$ cat src/rtl/dmem_copy_if.sv
// Command/status and dmem port bundle for dmem_copy_engine.
// The master side holds the controller and dmem; the slave side is the engine.
interface dmem_copy_if #(
  parameter int LEN_W = 8
);
  logic             start;
  logic [31:0]      src_addr;
  logic [31:0]      dst_addr;
  logic [LEN_W-1:0] len_words;
  logic             busy;
  logic             done;
  logic             error;
  logic             mem_write_en;
  logic [31:0]      mem_addr;
  logic [31:0]      mem_write_data;
  logic [31:0]      mem_read_data;

  modport master (
    output start, src_addr, dst_addr, len_words, mem_read_data,
    input  busy, done, error, mem_write_en, mem_addr, mem_write_data
  );

  modport slave (
    input  start, src_addr, dst_addr, len_words, mem_read_data,
    output busy, done, error, mem_write_en, mem_addr, mem_write_data
  );
endinterface

$ cat src/rtl/dmem_copy_engine.sv
// Word block copy engine driving the single-port dmem; two cycles per word
// (READ presents source, WRITE stores dmem's registered read data at destination).
module dmem_copy_engine #(
  parameter int MEM_BYTES = 32,
  parameter int LEN_W     = 8
) (
  input logic        clk,
  input logic        rst,
  dmem_copy_if.slave bus
);
  typedef enum logic [1:0] {IDLE, READ, WRITE, DONE} state_t;

  localparam int SW = 32 + LEN_W + 2;

  state_t           state;
  logic [31:0]      src;
  logic [31:0]      dst;
  logic [LEN_W-1:0] count;
  logic             busy_q;
  logic             done_q;
  logic             error_q;
  logic             we_q;
  logic [31:0]      addr_q;

  // Wide sums so a large address plus length cannot wrap back into range.
  logic [SW-1:0] src_end;
  logic [SW-1:0] dst_end;
  logic          cmd_ok;

  assign src_end = SW'(bus.src_addr) + (SW'(bus.len_words) << 2);
  assign dst_end = SW'(bus.dst_addr) + (SW'(bus.len_words) << 2);
  assign cmd_ok  = (bus.src_addr[1:0] == 2'b00) && (bus.dst_addr[1:0] == 2'b00) &&
                   (src_end <= SW'(MEM_BYTES)) && (dst_end <= SW'(MEM_BYTES));

  always_ff @(posedge clk or posedge rst) begin
    if (rst) begin
      state   <= IDLE;
      src     <= '0;
      dst     <= '0;
      count   <= '0;
      busy_q  <= 1'b0;
      done_q  <= 1'b0;
      error_q <= 1'b0;
      we_q    <= 1'b0;
      addr_q  <= '0;
    end else begin
      case (state)
        IDLE: begin
          if (bus.start) begin
            src    <= bus.src_addr;
            dst    <= bus.dst_addr;
            count  <= bus.len_words;
            busy_q <= 1'b1;
            if (!cmd_ok) begin
              error_q <= 1'b1;
              done_q  <= 1'b1;
              state   <= DONE;
            end else if (bus.len_words == '0) begin
              error_q <= 1'b0;
              done_q  <= 1'b1;
              state   <= DONE;
            end else begin
              error_q <= 1'b0;
              addr_q  <= bus.src_addr;
              state   <= READ;
            end
          end
        end
        READ: begin
          addr_q <= dst;
          we_q   <= 1'b1;
          state  <= WRITE;
        end
        WRITE: begin
          count <= count - LEN_W'(1);
          src   <= src + 32'd4;
          dst   <= dst + 32'd4;
          we_q  <= 1'b0;
          if (count == LEN_W'(1)) begin
            addr_q <= '0;
            done_q <= 1'b1;
            state  <= DONE;
          end else begin
            addr_q <= src + 32'd4;
            state  <= READ;
          end
        end
        DONE: begin
          done_q <= 1'b0;
          busy_q <= 1'b0;
          state  <= IDLE;
        end
        default: state <= IDLE;
      endcase
    end
  end

  assign bus.busy           = busy_q;
  assign bus.done           = done_q;
  assign bus.error          = error_q;
  assign bus.mem_write_en   = we_q;
  assign bus.mem_addr       = addr_q;
  assign bus.mem_write_data = (state == WRITE) ? bus.mem_read_data : 32'd0;
endmodule

$ cat src/flat_wrapper.sv
// flat-port wrapper written by rule: the top's interface ports become plain ports
module dmem_copy_engine_flat 
#(
  parameter int MEM_BYTES = 32,
  parameter int LEN_W     = 8
)
  (clk, rst, bus_start, bus_src_addr, bus_dst_addr, bus_len_words, bus_mem_read_data, bus_busy, bus_done, bus_error, bus_mem_write_en, bus_mem_addr, bus_mem_write_data);
  dmem_copy_if #(.LEN_W(LEN_W)) bus_i ();
  input logic clk;
  input logic rst;
  input wire logic [$bits(bus_i.start)-1:0] bus_start;
  input wire logic [$bits(bus_i.src_addr)-1:0] bus_src_addr;
  input wire logic [$bits(bus_i.dst_addr)-1:0] bus_dst_addr;
  input wire logic [$bits(bus_i.len_words)-1:0] bus_len_words;
  input wire logic [$bits(bus_i.mem_read_data)-1:0] bus_mem_read_data;
  output wire logic [$bits(bus_i.busy)-1:0] bus_busy;
  output wire logic [$bits(bus_i.done)-1:0] bus_done;
  output wire logic [$bits(bus_i.error)-1:0] bus_error;
  output wire logic [$bits(bus_i.mem_write_en)-1:0] bus_mem_write_en;
  output wire logic [$bits(bus_i.mem_addr)-1:0] bus_mem_addr;
  output wire logic [$bits(bus_i.mem_write_data)-1:0] bus_mem_write_data;
  assign bus_i.start = bus_start;
  assign bus_i.src_addr = bus_src_addr;
  assign bus_i.dst_addr = bus_dst_addr;
  assign bus_i.len_words = bus_len_words;
  assign bus_i.mem_read_data = bus_mem_read_data;
  assign bus_busy = bus_i.busy;
  assign bus_done = bus_i.done;
  assign bus_error = bus_i.error;
  assign bus_mem_write_en = bus_i.mem_write_en;
  assign bus_mem_addr = bus_i.mem_addr;
  assign bus_mem_write_data = bus_i.mem_write_data;
  dmem_copy_engine #(.MEM_BYTES(MEM_BYTES), .LEN_W(LEN_W)) u_core (.clk(clk), .rst(rst), .bus(bus_i));
endmodule
$ cat config.mk
export PLATFORM = sky130hd
export DESIGN_NAME = dmem_copy_engine_flat
export DESIGN_NICKNAME = d
export VERILOG_FILES = /design/src/rtl/dmem_copy_if.sv /design/src/rtl/dmem_copy_engine.sv /design/src/flat_wrapper.sv
export SDC_FILE = /design/constraint.sdc
export NUM_CORES = 1
export LEC_CHECK = 0
export CAP_MARGIN = 20
export CORE_ASPECT_RATIO = 0.5
export CORE_MARGIN = 2
export CORE_UTILIZATION = 45
export CTS_CLUSTER_SIZE = 24
export DETAILED_ROUTE_END_ITERATION = 10
export HOLD_SLACK_MARGIN = 0.1
export PLACE_DENSITY = 0.74
export SYNTH_ARGS = -nofsm -noshare
export SYNTH_HDL_FRONTEND = slang
export SYNTH_SLANG_ARGS = --single-unit
$ cat constraint.sdc
create_clock -name clk -period 3.7 [get_ports clk]
set_input_delay 0.925 -clock clk [delete_from_list [all_inputs] [get_ports clk]]
set_output_delay 0.925 -clock clk [all_outputs]
set_load 0.1 [all_outputs]
After elaboration in Yosys (flattened, before gate mapping)

Cells that the tools add are included.

Flip-flop bits (word level): 110
Output and inout bits: 68
Logic and storage cells: 68

Add/sub/neg operators: 5
Order comparisons: 2
Equal/unequal tests: 9
Muxes and demuxes: 26
Reductions and logical operators: 17

Operator list:

| operator                                                                | count |
|---|---|
| 32-bit 2-to-1 mux                                                       | 7 |
| 32-bit case mux with 2 select lines                                     | 2 |
| 32-bit case mux with 3 select lines                                     | 1 |
| 42-bit by 6-bit <= comparator with 1-bit output (second input constant) | 2 |
| 32-bit by 10-bit adder with 33-bit output                               | 2 |
| 32-bit by 3-bit adder with 32-bit output (second input constant)        | 2 |
| 8-bit case mux with 2 select lines                                      | 1 |
| 8-bit by 1-bit equality test with 1-bit output (second input constant)  | 1 |
| 8-bit zero test                                                         | 1 |
| 2-bit 2-to-1 mux                                                        | 4 |
| 8-bit 2-to-1 mux                                                        | 1 |
| 2-bit case mux with 4 select lines                                      | 1 |
| 4-bit AND reduction                                                     | 2 |
| 8-bit by 1-bit subtractor with 8-bit output (second input constant)     | 1 |
| 2-bit zero test                                                         | 3 |
| 1-bit 2-to-1 mux                                                        | 6 |
| 2-bit AND reduction                                                     | 3 |
| 2-bit nonzero test                                                      | 3 |
| 3-bit nonzero test                                                      | 2 |
| 2-bit equality test (second input constant)                             | 2 |
| 2-bit by 1-bit != test with 1-bit output (second input constant)        | 2 |
| 2-bit != test (second input constant)                                   | 2 |
| 1-bit case mux with 2 select lines                                      | 2 |
| 1-bit logical AND                                                       | 3 |
| 3 further kinds                                                         | 3 |

Longest topological paths before layout

Depth in word-level cells: 7
Gate-level depth with buffers: 13
Gate-level depth less buffers: 12

Worst setup path before layout

OpenSTA, ideal clock, no wires.

Path type: input -> register
Start: in bus_len_words[0]
End: reg u_core.addr_q[0] (netlist: u_core.bus.mem_addr[0])
Setup time: 128 ps
Arrival: 3882 ps
Slack: -310 ps
Stages: 13
Buffers on the path: 1
Cells stage by stage: ha_1 fa_1 a211o_1 a21oi_2 a2111oi_0 mux2_1 a211oi_1 nand4_1 nor4_1 nand4b_1 o22ai_2 buf_6 mux2_1

Cells in the longest elaborated chain, start to end: 6
Elaborated cells on any way between the ends: 10

RTL lines:

| what                                               | line                   | text |
|---|---|---|
| start, declared                                    | flat_wrapper.sv:14     | `input wire logic [$bits(bus_i.len_words)-1:0] bus_len_words;` |
| 32-bit by 10-bit adder with 33-bit output          | dmem_copy_engine.sv:30 | `assign src_end = SW'(bus.src_addr) + (SW'(bus.len_words) << 2);` |
| 42-bit by 6-bit <= comparator with 1-bit output    | dmem_copy_engine.sv:33 | `(src_end <= SW'(MEM_BYTES)) && (dst_end <= SW'(MEM_BYTES));` |
| 1-bit logical AND                                  | dmem_copy_engine.sv:32 | `assign cmd_ok = (bus.src_addr[1:0] == 2'b00) && (bus.dst_addr[1:0] == 2'b00) &&` |
| 1-bit logical AND                                  | dmem_copy_engine.sv:33 |  |
| 2-bit by 1-bit != test with 1-bit output (no line) | -                      |  |
| 4-bit AND reduction (no line) *                    | -                      |  |
| end signal, assigned                               | dmem_copy_engine.sv:64 | `addr_q <= bus.src_addr;` |
| end signal, assigned                               | dmem_copy_engine.sv:70 | `addr_q <= dst;` |
| end signal, assigned                               | dmem_copy_engine.sv:84 | `addr_q <= src + 32'd4;` |
| end, declared                                      | dmem_copy_engine.sv:23 | `logic [31:0] addr_q;` |

Mark *: on every way between the ends. The rest lies on a longest branch, timed or not.
A chain may end at the register's enable or synchronous reset.

Worst setup path after layout

Start: in bus_len_words[0]
End: reg u_core.addr_q[25] (netlist: u_core.bus.mem_addr[25])

The elaborated chain is that of the path after synthesis.

==> flow_metrics.env <==
export IMPL_via_per_inst=5.98
export IMPL_met3_length_um=2450
export IMPL_wirelength_met1_um=15100
export IMPL_synth_top_family_by_area="simple AND/OR/NAND/NOR gates"
export IMPL_fin_nets=1585
export IMPL_num_vias=10300
export IMPL_grt_max_degree=88
export IMPL_synth_edf_count=0
export IMPL_drc=0
export IMPL_first_iter_violations=989
export IMPL_mostFrequentLayoutCells="234 x buf_4, 137 x a21oi_1, 119 x nand2_1, 110 x dfrtp_1, 97 x clkdlybuf4s50_1"
export IMPL_dp_hpwl_um=24400
export IMPL_die_y_um=103
export IMPL_area_growth_pct=47.0
export IMPL_antenna_found_initial=0
export IMPL_setup_ws_ns=-0.303
export IMPL_clk_pin_slew_ns=0.08
export IMPL_fin_skew_ns=0.0133
export IMPL_hold_path_class="reg2reg"
export IMPL_setup_violations_final=33
export IMPL_start_kind="primary input"
export IMPL_yosys_area_share_adder_pct=4.00
export IMPL_synth_xor_area_share_pct=4.57
export IMPL_final_common_cell="buf_4"
export IMPL_worst_endpoint_required_ns=3.95
export IMPL_port_buffers=174
export IMPL_cp_slowest_cell="fa_2"
export IMPL_drv_slew=0
export IMPL_max_stage_delay_ns=0.35
export IMPL_placed_cells=1673
export IMPL_slew_headroom_pct=34.1
export IMPL_pre_cts_slack_ns=-1.33
export IMPL_synth_async_reset_ratio_pct=100
export IMPL_synthFlopType="dfrtp_1"
export IMPL_tightest_slew_ns=0.986
export IMPL_synth_avg_cell_area_um2=7.75
export IMPL_ir_worst_vdd_mv=0.662
export IMPL_p_leak_nw=5.42
export IMPL_fill_cells=1668
export IMPL_synth_nets=1272
export IMPL_h_tree_depth=3
export IMPL_worstPathArrival_ns=4.26
export IMPL_synthMuxAreaShare_pct=6.64
export IMPL_cts_buffers=9
export IMPL_outcome="finished with violations"
export IMPL_powerDensity_nw_per_um2=872
export IMPL_final_hold_violation_count=0
export IMPL_grt_pass1_vias=9738
export IMPL_design_die_area_um2=20800
export IMPL_drv_cap=0
export IMPL_cts_buffer_depth=2
export IMPL_clk_latency_ns=0.38
export IMPL_period_share_pct=108
export IMPL_failed_checks="setup timing"
export IMPL_top_layer="met4"
export IMPL_wl_met2_um=15200
export IMPL_die_w_um=202
export IMPL_grt_remaining_overflow=0
export IMPL_drt_first_pass_iters=5
export IMPL_synth_area_um2=8820
export IMPL_yosys_area_share_simple_pct=25.0
export IMPL_fmax_mhz=250
export IMPL_grt_usage_pct=32.1
export IMPL_finalCriticalPeriod_ns=4.00
export IMPL_stdcell_count=1721
export IMPL_yosysWarnings=0
export IMPL_ys_seq_area_share_pct=31.2
export IMPL_ant_nets=0
export IMPL_drive_gt1_share_pct=26.0
export IMPL_wl_per_cell_um=19.5
export IMPL_synth_seq_cells=110
export IMPL_start_util_pct=45.6
export IMPL_numClockSinks=110
export IMPL_stdcell_area_um2=13000
export IMPL_rsz0062_at_grt="true"
export IMPL_gp_congestion=0.955
export IMPL_crit_fanout=8
export IMPL_tns_ns=-8.33
export IMPL_synthDistinctLibCells=67
export IMPL_ioPinCount=175
export IMPL_worstSetupEndpointType="flop"
export IMPL_routed_wirelength_um=33500
export IMPL_rows=36
export IMPL_grt_pass1_wl_um=52500
export IMPL_dpl_cell_area_um2=12000
export IMPL_worstPathCellList="buf_8, ha_4, fa_2, a211o_1, a21oi_4, a2111oi_4, mux2_4, a211oi_2, nand4_1, nor4_2, nand4b_1, o22ai_4, buf_4, buf_12, mux2_1"
export IMPL_netlist_instances=1138
export IMPL_cts_root_buf="clkbuf_16"
export IMPL_coreArea_um2=19300
export IMPL_critical_path_class="in2reg"
export IMPL_cts_tree="built"
export IMPL_synth_compound_area_share_pct=24.2
export IMPL_n_antenna_cell=0
## metrics by stage
stage	hold slack [ns]	total power (W)	utilization, %
6_report	0.488	0.0113	67.1
5_1_grt	0.512	0.0120	67.1
4_1_cts	0.489	0.0113	66.4
3_5_place_dp	0.472	0.00978	61.9
3_3_place_gp	0.468	0.00957	61.9
2_1_floorplan	0.450	0.00787	-
## power breakdown
part | internal [W] | switching (W)
Combinational | 0.00271 | 0.00503
Sequential | 0.00185 | 0.000694
Clock | 0.000541 | 0.000478
## final timing paths
| kind | from | slack (ns) | cells after the start | endpoint |
|---|---|---|---|---|
| max in group asynchronous | rst | 1.87 | 3 | u_core.src[9] |
| min in group asynchronous | rst | 0.96 | 2 | u_core.src[31] |
| worst min-delay path | u_core.dst[1] | 0.49 | 2 | u_core.dst[1] |
| worst max register to register | u_core.src[4] | 0.45 | 10 | u_core.bus.mem_addr[31] |
| worst min register to register | u_core.dst[1] | 0.49 | 2 | u_core.dst[1] |
| worst max-delay path | bus_len_words[0] | -0.30 | 15 | u_core.bus.mem_addr[25] |
## worst max-delay path, delay by kind of cell
family | cells | cell delay (ns)
AOI/OAI and AO/OA | 5 | 1.06
adders and majority gates | 2 | 0.51
and+or+nand+nor | 3 | 0.66
buffers and inverters | 3 | 0.41
muxes | 2 | 0.66
## per-layer routing
metal | track usage [%] | up-vias
met1 | 43.2 | 4963
met5 | 0 | -
li1 | - | 4808
met4 | 10.5 | 0
met2 | 53.4 | 469
met3 | 5.40 | 57
## cell type report
type                    instances  area (um2)  share of cell area (%)
clock buffers                  12         246                    1.90
clock inverters                 3        45.0                   0.347
inverters                      20        78.8                   0.608
multi-input cells             935        6250                    48.2
flip-flops and latches        110        2750                    21.2
well taps                     266         333                    2.57
repair buffers                375        3260                    25.1
## timing repair
action                     4_1_cts  5_1_grt
hold endpoints to repair         0        0
gates cloned                     3        0
hold buffers                     0        0
pin swaps                       31       36
setup endpoints to repair       35       35
setup buffers                   20       17
resized for setup              111       58
## registers in the layout (all words and copies together) (netlist names)
signal / flops
u_core.count: 8
u_core.state: 2
u_core.bus.mem_write_en: 1
u_core.src: 32
u_core.bus.done: 1
u_core.bus.busy: 1
u_core.dst: 32
u_core.bus.error: 1
u_core.bus.mem_addr: 32
## synth_stat cells, types with 4 or more instances
library cell | number | area share, %
mux2i_1 | 18 | 2.0
o21bai_1 | 5 | 0.43
or3_1 | 7 | 0.50
xnor2_1 | 23 | 2.3
buf_1 | 10 | 0.43
and3_1 | 23 | 1.6
a22oi_1 | 18 | 1.5
dfrtp_1 | 110 | 31
o211ai_1 | 5 | 0.43
o21ai_0 | 83 | 4.7
a31oi_1 | 8 | 0.57
a21oi_1 | 141 | 8.0
a211oi_1 | 8 | 0.68
o31ai_1 | 6 | 0.51
nand3_1 | 72 | 4.1
a211o_1 | 4 | 0.40
nand2b_1 | 5 | 0.35
nor3b_1 | 4 | 0.34
nor4_1 | 9 | 0.64
buf_2 | 7 | 0.40
nor3_1 | 14 | 0.79
mux2_1 | 33 | 4.2
o22ai_1 | 39 | 2.8
inv_1 | 20 | 0.85
nand2_1 | 120 | 5.1
o21a_1 | 5 | 0.43
and4_1 | 8 | 0.79
nor2_1 | 96 | 4.1
and2_1 | 41 | 2.9
o2111ai_1 | 4 | 0.40
xor2_1 | 23 | 2.3
a21o_1 | 5 | 0.43
nand4_1 | 34 | 2.4
clkbuf_1 | 52 | 2.2
ha_1 | 25 | 3.5
## cells by family (layout without fill, tap and decap cells)
family,count (synthesis),count (layout)
XOR/XNOR,46,46
multiplexers,54,54
buffers and inverters,93,410
AND/OR/NAND/NOR,448,448
AO/OA/AOI/OAI,360,360
flip-flops,110,110
adder cells (fa/ha/maj),27,27
(Power assumes the default switching activity.)
